### src/rtl/dadda_mult_arbiter_if.sv
// dadda_mult_arbiter_if: request/response bundle between clients and the shared multiplier arbiter
interface dadda_mult_arbiter_if #(
    parameter int NREQ  = 4,
    parameter int WIDTH = 4,
    parameter int IDW   = $clog2(NREQ)
);
    logic [NREQ-1:0]       req_valid;
    logic [NREQ-1:0]       req_ready;
    logic [NREQ*WIDTH-1:0] req_a;
    logic [NREQ*WIDTH-1:0] req_b;
    logic                  rsp_valid;
    logic                  rsp_ready;
    logic [IDW-1:0]        rsp_id;
    logic [2*WIDTH-1:0]    rsp_prod;

    modport master (
        output req_valid, req_a, req_b, rsp_ready,
        input  req_ready, rsp_valid, rsp_id, rsp_prod
    );

    modport slave (
        input  req_valid, req_a, req_b, rsp_ready,
        output req_ready, rsp_valid, rsp_id, rsp_prod
    );
endinterface

### src/rtl/dadda_mult_arbiter.sv
// dadda_mult_arbiter: round-robin sharing of one combinational multiplier among NREQ requesters,
// holding operands for MUL_LAT cycles and returning an ID-tagged product over valid/ready.
module dadda_mult_arbiter #(
    parameter int NREQ    = 4,
    parameter int WIDTH   = 4,
    parameter int MUL_LAT = 1,
    parameter int CNT_W   = 16
) (
    input  logic               clk,
    input  logic               rst_n,
    dadda_mult_arbiter_if.slave bus,
    output logic [WIDTH-1:0]   mul_in1_o,
    output logic [WIDTH-1:0]   mul_in2_o,
    input  logic [WIDTH-1:0]   mul_out_i,
    input  logic [WIDTH-1:0]   mul_ovf_i,
    output logic               busy_o,
    output logic [CNT_W-1:0]   done_cnt_o
);
    localparam int IDW = $clog2(NREQ);
    localparam int WW  = (MUL_LAT > 1) ? $clog2(MUL_LAT) : 1;

    typedef enum logic [1:0] {IDLE, ISSUE, RESP} state_t;

    state_t             state_q, state_d;
    logic [IDW-1:0]     ptr_q, ptr_d;
    logic [IDW-1:0]     id_q, id_d;
    logic [WW-1:0]      wait_q, wait_d;
    logic [WIDTH-1:0]   in1_q, in1_d;
    logic [WIDTH-1:0]   in2_q, in2_d;
    logic               rsp_valid_q, rsp_valid_d;
    logic [IDW-1:0]     rsp_id_q, rsp_id_d;
    logic [2*WIDTH-1:0] prod_q, prod_d;
    logic [CNT_W-1:0]   cnt_q, cnt_d;

    logic [WIDTH-1:0]   op_a [NREQ];
    logic [WIDTH-1:0]   op_b [NREQ];
    logic [IDW-1:0]     grant;
    logic [IDW-1:0]     idx;
    logic               found;

    for (genvar i = 0; i < NREQ; i++) begin : g_op
        assign op_a[i] = bus.req_a[i*WIDTH +: WIDTH];
        assign op_b[i] = bus.req_b[i*WIDTH +: WIDTH];
    end

    // Scan from the farthest offset down so the nearest valid requester after rr_ptr wins last.
    always_comb begin
        grant = '0;
        found = 1'b0;
        idx   = '0;
        for (int o = NREQ - 1; o >= 0; o--) begin
            idx = IDW'((int'(ptr_q) + o) % NREQ);
            if (bus.req_valid[idx]) begin
                found = 1'b1;
                grant = idx;
            end
        end
    end

    always_comb begin
        state_d     = state_q;
        ptr_d       = ptr_q;
        id_d        = id_q;
        wait_d      = wait_q;
        in1_d       = in1_q;
        in2_d       = in2_q;
        rsp_valid_d = rsp_valid_q;
        rsp_id_d    = rsp_id_q;
        prod_d      = prod_q;
        cnt_d       = cnt_q;
        case (state_q)
            IDLE: if (found) begin
                in1_d   = op_a[grant];
                in2_d   = op_b[grant];
                id_d    = grant;
                ptr_d   = (grant == IDW'(NREQ - 1)) ? '0 : grant + 1'b1;
                wait_d  = WW'(MUL_LAT - 1);
                state_d = ISSUE;
            end
            ISSUE: if (wait_q == '0) begin
                prod_d      = {mul_ovf_i, mul_out_i};
                rsp_id_d    = id_q;
                rsp_valid_d = 1'b1;
                cnt_d       = (&cnt_q) ? cnt_q : cnt_q + 1'b1;
                state_d     = RESP;
            end else begin
                wait_d = wait_q - 1'b1;
            end
            RESP: if (bus.rsp_ready) begin
                rsp_valid_d = 1'b0;
                state_d     = IDLE;
            end
            default: state_d = IDLE;
        endcase
    end

    always_ff @(posedge clk or negedge rst_n) begin
        if (!rst_n) begin
            state_q     <= IDLE;
            ptr_q       <= '0;
            id_q        <= '0;
            wait_q      <= '0;
            in1_q       <= '0;
            in2_q       <= '0;
            rsp_valid_q <= 1'b0;
            rsp_id_q    <= '0;
            prod_q      <= '0;
            cnt_q       <= '0;
        end else begin
            state_q     <= state_d;
            ptr_q       <= ptr_d;
            id_q        <= id_d;
            wait_q      <= wait_d;
            in1_q       <= in1_d;
            in2_q       <= in2_d;
            rsp_valid_q <= rsp_valid_d;
            rsp_id_q    <= rsp_id_d;
            prod_q      <= prod_d;
            cnt_q       <= cnt_d;
        end
    end

    assign bus.req_ready = (state_q == IDLE && found) ? NREQ'(1) << grant : '0;
    assign bus.rsp_valid = rsp_valid_q;
    assign bus.rsp_id    = rsp_id_q;
    assign bus.rsp_prod  = prod_q;
    assign mul_in1_o     = in1_q;
    assign mul_in2_o     = in2_q;
    assign busy_o        = state_q != IDLE;
    assign done_cnt_o    = cnt_q;
endmodule

### src/flat_wrapper.sv
// flat-port wrapper written by rule: the top's interface ports become plain ports
module dadda_mult_arbiter_flat 
#(
    parameter int NREQ    = 4,
    parameter int WIDTH   = 4,
    parameter int MUL_LAT = 1,
    parameter int CNT_W   = 16
)
  (clk, rst_n, mul_in1_o, mul_in2_o, mul_out_i, mul_ovf_i, busy_o, done_cnt_o, bus_req_valid, bus_req_a, bus_req_b, bus_rsp_ready, bus_req_ready, bus_rsp_valid, bus_rsp_id, bus_rsp_prod);
  dadda_mult_arbiter_if #(.NREQ(NREQ), .WIDTH(WIDTH)) bus_i ();
  input  logic clk;
  input  logic rst_n;
  output logic [WIDTH-1:0] mul_in1_o;
  output logic [WIDTH-1:0] mul_in2_o;
  input  logic [WIDTH-1:0] mul_out_i;
  input  logic [WIDTH-1:0] mul_ovf_i;
  output logic busy_o;
  output logic [CNT_W-1:0] done_cnt_o;
  input wire logic [$bits(bus_i.req_valid)-1:0] bus_req_valid;
  input wire logic [$bits(bus_i.req_a)-1:0] bus_req_a;
  input wire logic [$bits(bus_i.req_b)-1:0] bus_req_b;
  input wire logic [$bits(bus_i.rsp_ready)-1:0] bus_rsp_ready;
  output wire logic [$bits(bus_i.req_ready)-1:0] bus_req_ready;
  output wire logic [$bits(bus_i.rsp_valid)-1:0] bus_rsp_valid;
  output wire logic [$bits(bus_i.rsp_id)-1:0] bus_rsp_id;
  output wire logic [$bits(bus_i.rsp_prod)-1:0] bus_rsp_prod;
  assign bus_i.req_valid = bus_req_valid;
  assign bus_i.req_a = bus_req_a;
  assign bus_i.req_b = bus_req_b;
  assign bus_i.rsp_ready = bus_rsp_ready;
  assign bus_req_ready = bus_i.req_ready;
  assign bus_rsp_valid = bus_i.rsp_valid;
  assign bus_rsp_id = bus_i.rsp_id;
  assign bus_rsp_prod = bus_i.rsp_prod;
  dadda_mult_arbiter #(.NREQ(NREQ), .WIDTH(WIDTH), .MUL_LAT(MUL_LAT), .CNT_W(CNT_W)) u_core (.clk(clk), .rst_n(rst_n), .bus(bus_i), .mul_in1_o(mul_in1_o), .mul_in2_o(mul_in2_o), .mul_out_i(mul_out_i), .mul_ovf_i(mul_ovf_i), .busy_o(busy_o), .done_cnt_o(done_cnt_o));
endmodule
### config.mk
export PLATFORM = sky130hd
export DESIGN_NAME = dadda_mult_arbiter_flat
export DESIGN_NICKNAME = d
export VERILOG_FILES = /design/src/rtl/dadda_mult_arbiter_if.sv /design/src/rtl/dadda_mult_arbiter.sv /design/src/flat_wrapper.sv
export SDC_FILE = /design/constraint.sdc
export NUM_CORES = 1
export LEC_CHECK = 0
export ABC_AREA = 1
export CAP_MARGIN = 0
export CORE_MARGIN = 2
export CORE_UTILIZATION = 38
export DETAILED_ROUTE_END_ITERATION = 7
export HOLD_SLACK_MARGIN = 0.03
export PLACE_DENSITY = 0.7
export RECOVER_POWER = 100
export SYNTH_ARGS = -nofsm -noshare
export SYNTH_HDL_FRONTEND = slang
export SYNTH_SLANG_ARGS = --single-unit
### constraint.sdc
create_clock -name clk -period 3.8 [get_ports clk]
set_input_delay 0.76 -clock clk [delete_from_list [all_inputs] [get_ports clk]]
set_output_delay 0.76 -clock clk [all_outputs]
set_load 0.005 [all_outputs]
==> run metrics <==
status=finished, violations left; failing checks=capacitance limit, slew limit; clock buffer depth=2; io pins=87; Initial Util=0.3879; final setup margin=0.1845 ns; Skew-Pair Late Insertion Delay=0.29 ns; Vias/cell=4.645; gr ovfl total=0; number of library cell types mapped by synthesis=31; layout cells sized above 1=0.09069; post-synth top area share=0.4214; initial antenna violation count=0; Worst EP arrival=2.86 ns; Mapped Avg Cell Area=7.401 sq um; Seq/Total Area, Yosys=0.4214; full die area=7064 sq um; Mapped Nets=377; Die Ht=84.05 microns; post-DP HPWL=4334 microns; min-delay src=u_core.bus.rsp_prod[7]$_DFFE_PN0P_; Filler Cell Count=583; max-slew violations=42; routability-driven placement congestion ratio=0.8577; Area growth, synth to finish=41.83%; initial DRC count=85; Final nets=466; cts repair resizes=0; number of I/O port buffers=86; Fin Clk Skew=0.004159 ns; reg2reg start=u_core.state_q[1]$_DFFE_PN0P_; Mapped Area=2435 sq um; area of the multi-input gates=1116 sq um; maximum clock frequency=276.6 MHz; Slew @ Worst Pin=2.099 ns; yosys warns=0; Final Hold Vio Count=0; synth top area cells=dfrtp_1, nand2_1, nand3_1; Max Cap Violations=1; # Post-CTS Setup Buffers=0; Final min period=3.615 ns; Root Buffer=clkbuf_8; Leakage=1.823 nW; FF-to-FF setup slack=1.50 ns; core area=6277 sq um; DR vias=2304; CTS tree=yes; top cell type by total area after synthesis=dfrtp_1; Worst setup SP type=input port; total CTS buffers=5; setup_tns=0 ns; count of hold-fix buffers inserted at cts=0; Routed Antenna Nets=0; total routed wirelength=5575 microns; Sink Count=41; gr usage total=0.1638; Setup CP Type=input port to primary output; Die W=84.05 microns; Crit Path Max Fanout=18; Mapped Cells=329; RSZ-0062 raised after global routing=false; H-tree depth=2; first-pass GRT wire length=9535 microns; DRC viols=0; vias in the first global route=2219; class of the worst hold path=flip-flop to flip-flop; # setup viols final=0; Power, Total=2.598 mW; Max-slew headroom=-0.3993; routed len/inst=11.24 microns; worst setup path startpoint=bus_req_valid[3]; period utilization=0.9514; PwrDens=752.3 nW/um^2; DP Worst Slack=0.1684 ns; CP Capture Type=primary output; DRT Pass-1 Iters=4; largest net degree at the start of global routing=42; required time of the critical path=3.04 ns; clock slew at reported path FFs=0.07 ns; num rows=29; worst IR drop on VDD=349.0 uV; #FFs+latches synth=41; ANT cells=0; sequential cell area=1026 sq um
-- state kept, by name, indices dropped and copies added, names as in the netlist --
register,cells
u_core.bus.rsp_valid,1
u_core.bus.rsp_id,2
u_core.mul_in1_o,4
u_core.bus.rsp_prod,8
u_core.id_q,2
u_core.ptr_q,2
u_core.done_cnt_o,16
u_core.state_q,2
u_core.mul_in2_o,4
-- per-layer routing --
layer / GRT usage / vias to the layer above / wire, microns
li1: - / 1188 / -
met1: 0.2196 / 1031 / 2576
met2: 0.2698 / 78 / 2627
met3: 0.03858 / 7 / 320
met4: 0.03519 / 0 / 51
met5: 0 / - / 0
-- cell families after synthesis --
logic type | Yosys count | share of synthesized area
buffers and inverters | 65 | 0.1202
AOI/OAI and AO/OA | 15 | 0.03649
adders and majority gates | 1 | 0.005138
and+or+nand+nor | 193 | 0.3664
DFF | 41 | 0.4214
xor gates and xnor gates | 14 | 0.05036
-- synth_stat cells --
library cell / count
a21oi_1: 2
a21oi_2: 1
buf_12: 1
buf_4: 2
buf_6: 2
clkbuf_1: 2
clkbuf_8: 1
dfrtp_1: 41
ha_1: 1
inv_1: 56
inv_2: 1
nand2_1: 105
nand2_2: 16
nand2_4: 1
nand2_8: 1
nand3_1: 44
nand3_2: 1
nand3_4: 1
nand4_1: 4
nor2_1: 13
nor2_2: 1
nor2_4: 1
nor3_1: 3
nor4_1: 1
o211ai_1: 1
o21ai_0: 7
o21ai_1: 2
o21ai_2: 2
or2_2: 1
xnor2_1: 6
xor2_1: 8
-- critical path: stages --
cell,delay (ns)
clkdlybuf4s50_1,0.47
inv_1,0.06
o21ai_2,0.17
nand2_2,0.09
nand3_2,0.12
nand2_2,0.07
nand2_4,0.19
nand2_8,0.16
nor2_4,0.12
inv_1,0.06
nor2_1,0.08
clkdlybuf4s50_1,0.50
-- where the power goes --
group	switching (mW)	internal (mW)	total, mW
clock network	0.140	0.214	0.354
logic	0.865	0.649	1.51
registers	0.128	0.601	0.730
-- cells in the final DEF, fill, tap and decap left out --
master,count
nand2_4,1
nor2_4,1
nand2_2,16
nor4_1,1
nand4_1,4
a21oi_1,2
nand3_2,1
inv_1,56
nand3_4,1
o21ai_2,2
o21ai_1,2
clkbuf_1,2
a21oi_2,1
o21ai_0,7
xor2_1,8
nor2_1,13
dfrtp_1,41
o211ai_1,1
clkbuf_8,6
nand2_8,1
clkdlybuf4s50_1,49
nand2_1,105
nor3_1,3
inv_2,1
buf_4,4
or2_2,1
bufinv_16,1
xnor2_1,6
nor2_2,1
ha_1,1
dlygate4sd3_1,36
nand3_1,44
-- cell type report --
| cell class | count | share of cell area |
|---|---|---|
| tap | 77 | 0.02790 |
| clock inverter | 1 | 0.008696 |
| inverter | 57 | 0.06196 |
| timing repair buffer | 90 | 0.2562 |
| multi-input combinational | 223 | 0.3232 |
| sequential | 41 | 0.2971 |
| clock buffer | 7 | 0.02500 |
-- worst paths after layout --
path,to,cells past startpoint
worst max-delay path,bus_req_ready[0],12
worst min-delay path,u_core.bus.rsp_prod[7]$_DFFE_PN0P_,2
worst max register to register,u_core.done_cnt_o[13]$_DFFE_PN0P_,8
worst min register to register,u_core.bus.rsp_prod[7]$_DFFE_PN0P_,2
max in group asynchronous,u_core.mul_in2_o[0]$_DFFE_PN0P_,1
min in group asynchronous,u_core.done_cnt_o[13]$_DFFE_PN0P_,1
-- per-stage QoR --
step                hold WS [ns]  cells  cell area (sq um)    util
floorplan                 0.4644    329               2435       -
global placement          0.4560    488               3338  0.5318
detailed placement        0.4600    488               3338  0.5318
CTS                       0.4787    496               3455  0.5503
global route              0.5029    496               3453  0.5501
finish                    0.4681    496               3453  0.5501
Note: power is estimated with default switching activity, not from simulation.
==> RTL change (same flow settings) <==
Take the reset off `in1_q`, `in2_q` and `prod_q` and load them in a clocked block of their own.
--- a/src/rtl/dadda_mult_arbiter.sv
+++ b/src/rtl/dadda_mult_arbiter.sv
@@ -102,7 +102,4 @@
             wait_q      <= '0;
-            in1_q       <= '0;
-            in2_q       <= '0;
             rsp_valid_q <= 1'b0;
             rsp_id_q    <= '0;
-            prod_q      <= '0;
             cnt_q       <= '0;
@@ -113,9 +110,12 @@
             wait_q      <= wait_d;
-            in1_q       <= in1_d;
-            in2_q       <= in2_d;
             rsp_valid_q <= rsp_valid_d;
             rsp_id_q    <= rsp_id_d;
-            prod_q      <= prod_d;
             cnt_q       <= cnt_d;
         end
+    end
+
+    always_ff @(posedge clk) begin
+        in1_q  <= in1_d;
+        in2_q  <= in2_d;
+        prod_q <= prod_d;
     end
Behaviour: not the same (a bounded check fails within 4 cycles, from zero or initial values and one cycle with rst_n low).
==> RTL change against the original RTL <==
Sequential share of layout area grew 3.3 points. Via count down 8.8%. Final area decreased by 3.1%. Clock power down 25%. Count of clock-buffer cells in the layout down 1. First-iteration DRC count decreased by 2.4%. Critical path depth down 2. Power fell by 11%. Sequential cell count unchanged. Clock skew up 0.0022 ns. Worst setup slack improved by 0.031 ns. Hold slack improved by 0.013 ns. Area after synthesis down 4.8%. Wire length fell by 12%.
==> RTL change: results (changes against the original RTL) <==
| Metric | Value |
|---|---|
| GPL Wtd Cong | 0.788 (-8.1%) |
| Leak Pwr | 1.60 nW (-12%) |
| Synth top cells by count | 77 x nand2_1, 54 x inv_1, 36 x nand3_1 |
| Final Skew | 0.00639 ns (+0.00223 ns) |
| Vias per cell | 4.56 (-1.9%) |
| Final HPWL from detailed placement | 4.00 mm (-7.7%) |
| Post-cts resize count | 0 (unchanged) |
| Post-Syn Nets | 340 (-9.8%) |
| Fin cells | 461 (-7.1%) |
| Slew HR | 28.1% (+68 points) |
| Asr flop ratio synth | 61.0% (-39 points) |
| Internal Pwr Total | 0.00136 W (-7.2%) |
| FMAX | 279 MHz (+0.86%) |
| Post-place setup slack | 0.297 ns (+0.128 ns) |
| Largest cells by area after synthesis | dfrtp_1 27%, edfxtp_1 21%, nand2_1 12%, inv_1 8.7%, nand3_1 7.8% |
| Setup crit start | bus_req_valid[1] |
| Reg-to-Reg End | u_core.mul_in1_o[0] |
| Placed inst area | 0.00327 mm2 (-1.9%) |
| Final hold violations | 0 (unchanged) |
| Max reg flops | 16 (unchanged) |
| Post-Synth XOR/XNOR Area | 4.53% (-0.50 points) |
| Peak supply drop | 0.000709 V (+100%) |
| Reg2reg setup slack | 1.38 ns (-0.12 ns) |
| GRT Overall Usage | 16.2% (-0.15 points) |
| Post-synthesis compound-gate area fraction | 2.97% (-0.68 points) |
| Final hold slack | 0.481 ns (+0.0132 ns) |
| R2R Path Start | u_core.ptr_q[0] |
| Largest net degree at the start of global routing | 26 (-38%) |
| Net count, final | 433 (-7.1%) |
| Wire length per cell | 10.6 um (-5.7%) |
| Proportion of layout cells with a drive suffix above 1 | 5.96% (-3.1 points) |
| Global-route wire length before repair | 8.65 mm (-9.3%) |
| IO buf count | 86 (unchanged) |
| Seq/Total Area, Yosys | 47.7% (+5.6 points) |
| Adder-cell share of the synthesized area | 0.540% (+0.026 points) |
| Synthesized area per cell | 7.94 um2 (+7.3%) |
| WHS Endpoint | u_core.bus.rsp_id[0] |
| Critical path endpoint | bus_req_ready[3] |
| Hold_sp | u_core.bus.rsp_id[0] |
| Placed Instances | 453 (-7.2%) |
| R2R cell count | 11 (+3) |
| Number of synthesized flops with an enable pin | 16 (+16) |
| Distinct cells, synth | 28 (-9.7%) |
| Initial DRC Count | 83 (-2.4%) |
| Status | complete, no violations |
| Crit path max fanout | 10 (-8) |
| Fill cell count | 521 (-11%) |
## RTL change: cell count changes in the layout (fill, tap and decap cells not counted), moves of 8 or more
cell and delta:
nand2_1 -27, dfrtp_1 -16, edfxtp_1 +16, nand2_2 -14
dlygate4sd3_1 +10, clkdlybuf4s50_1 -9, nand3b_1 +9, nand3_1 -8
## RTL change: cells by family (layout without fill, tap and decap cells)
group,count (synthesis),after routing
adder cells (fa/ha/maj),1,1
buffers and inverters,63,157
AO/OA/AOI/OAI,13,13
flip-flops,41,41
XOR/XNOR,12,12
AND/OR/NAND/NOR,162,162
## RTL change: power by group through the flow
stage	registers, W	logic, W	clock network [W]
4_1_cts	0.000766	0.00137	0.000275
6_report	0.000757	0.00129	0.000266
3_3_place_gp	0.000770	0.00134	0
3_5_place_dp	0.000773	0.00137	0
5_1_grt	0.000779	0.00149	0.000297
2_1_floorplan	0.000757	0.000852	0
## RTL change: critical path, stage by stage
cell,delay [ns]
clkdlybuf4s50_1,0.47
inv_1,0.05
o21ai_1,0.15
nor2_1,0.07
and2_0,0.20
nor2_4,0.14
buf_4,0.20
nand2_1,0.09
nor2_1,0.10
dlygate4sd3_1,0.58
## RTL change: final cells by class
type | count | area [um2] | share of cell area [%]
clock inverter | 2 | 10.0 | 0.299
sequential | 41 | 1110 | 33.1
tap | 75 | 93.8 | 2.80
inverter | 57 | 214 | 6.39
multi-input combinational | 188 | 951 | 28.4
clock buffer | 6 | 72.6 | 2.17
timing repair buffer | 92 | 898 | 26.9
## RTL change: metal layers
layer	part of all wire (%)	vias up	routed length (um)	global-route usage, %
met2	49	79	2400	29.1
met5	0	-	0	0
met1	43	916	2080	19.2
met3	7.7	4	376	4.24
li1	-	1102	-	-
met4	0.68	0	33	4.33
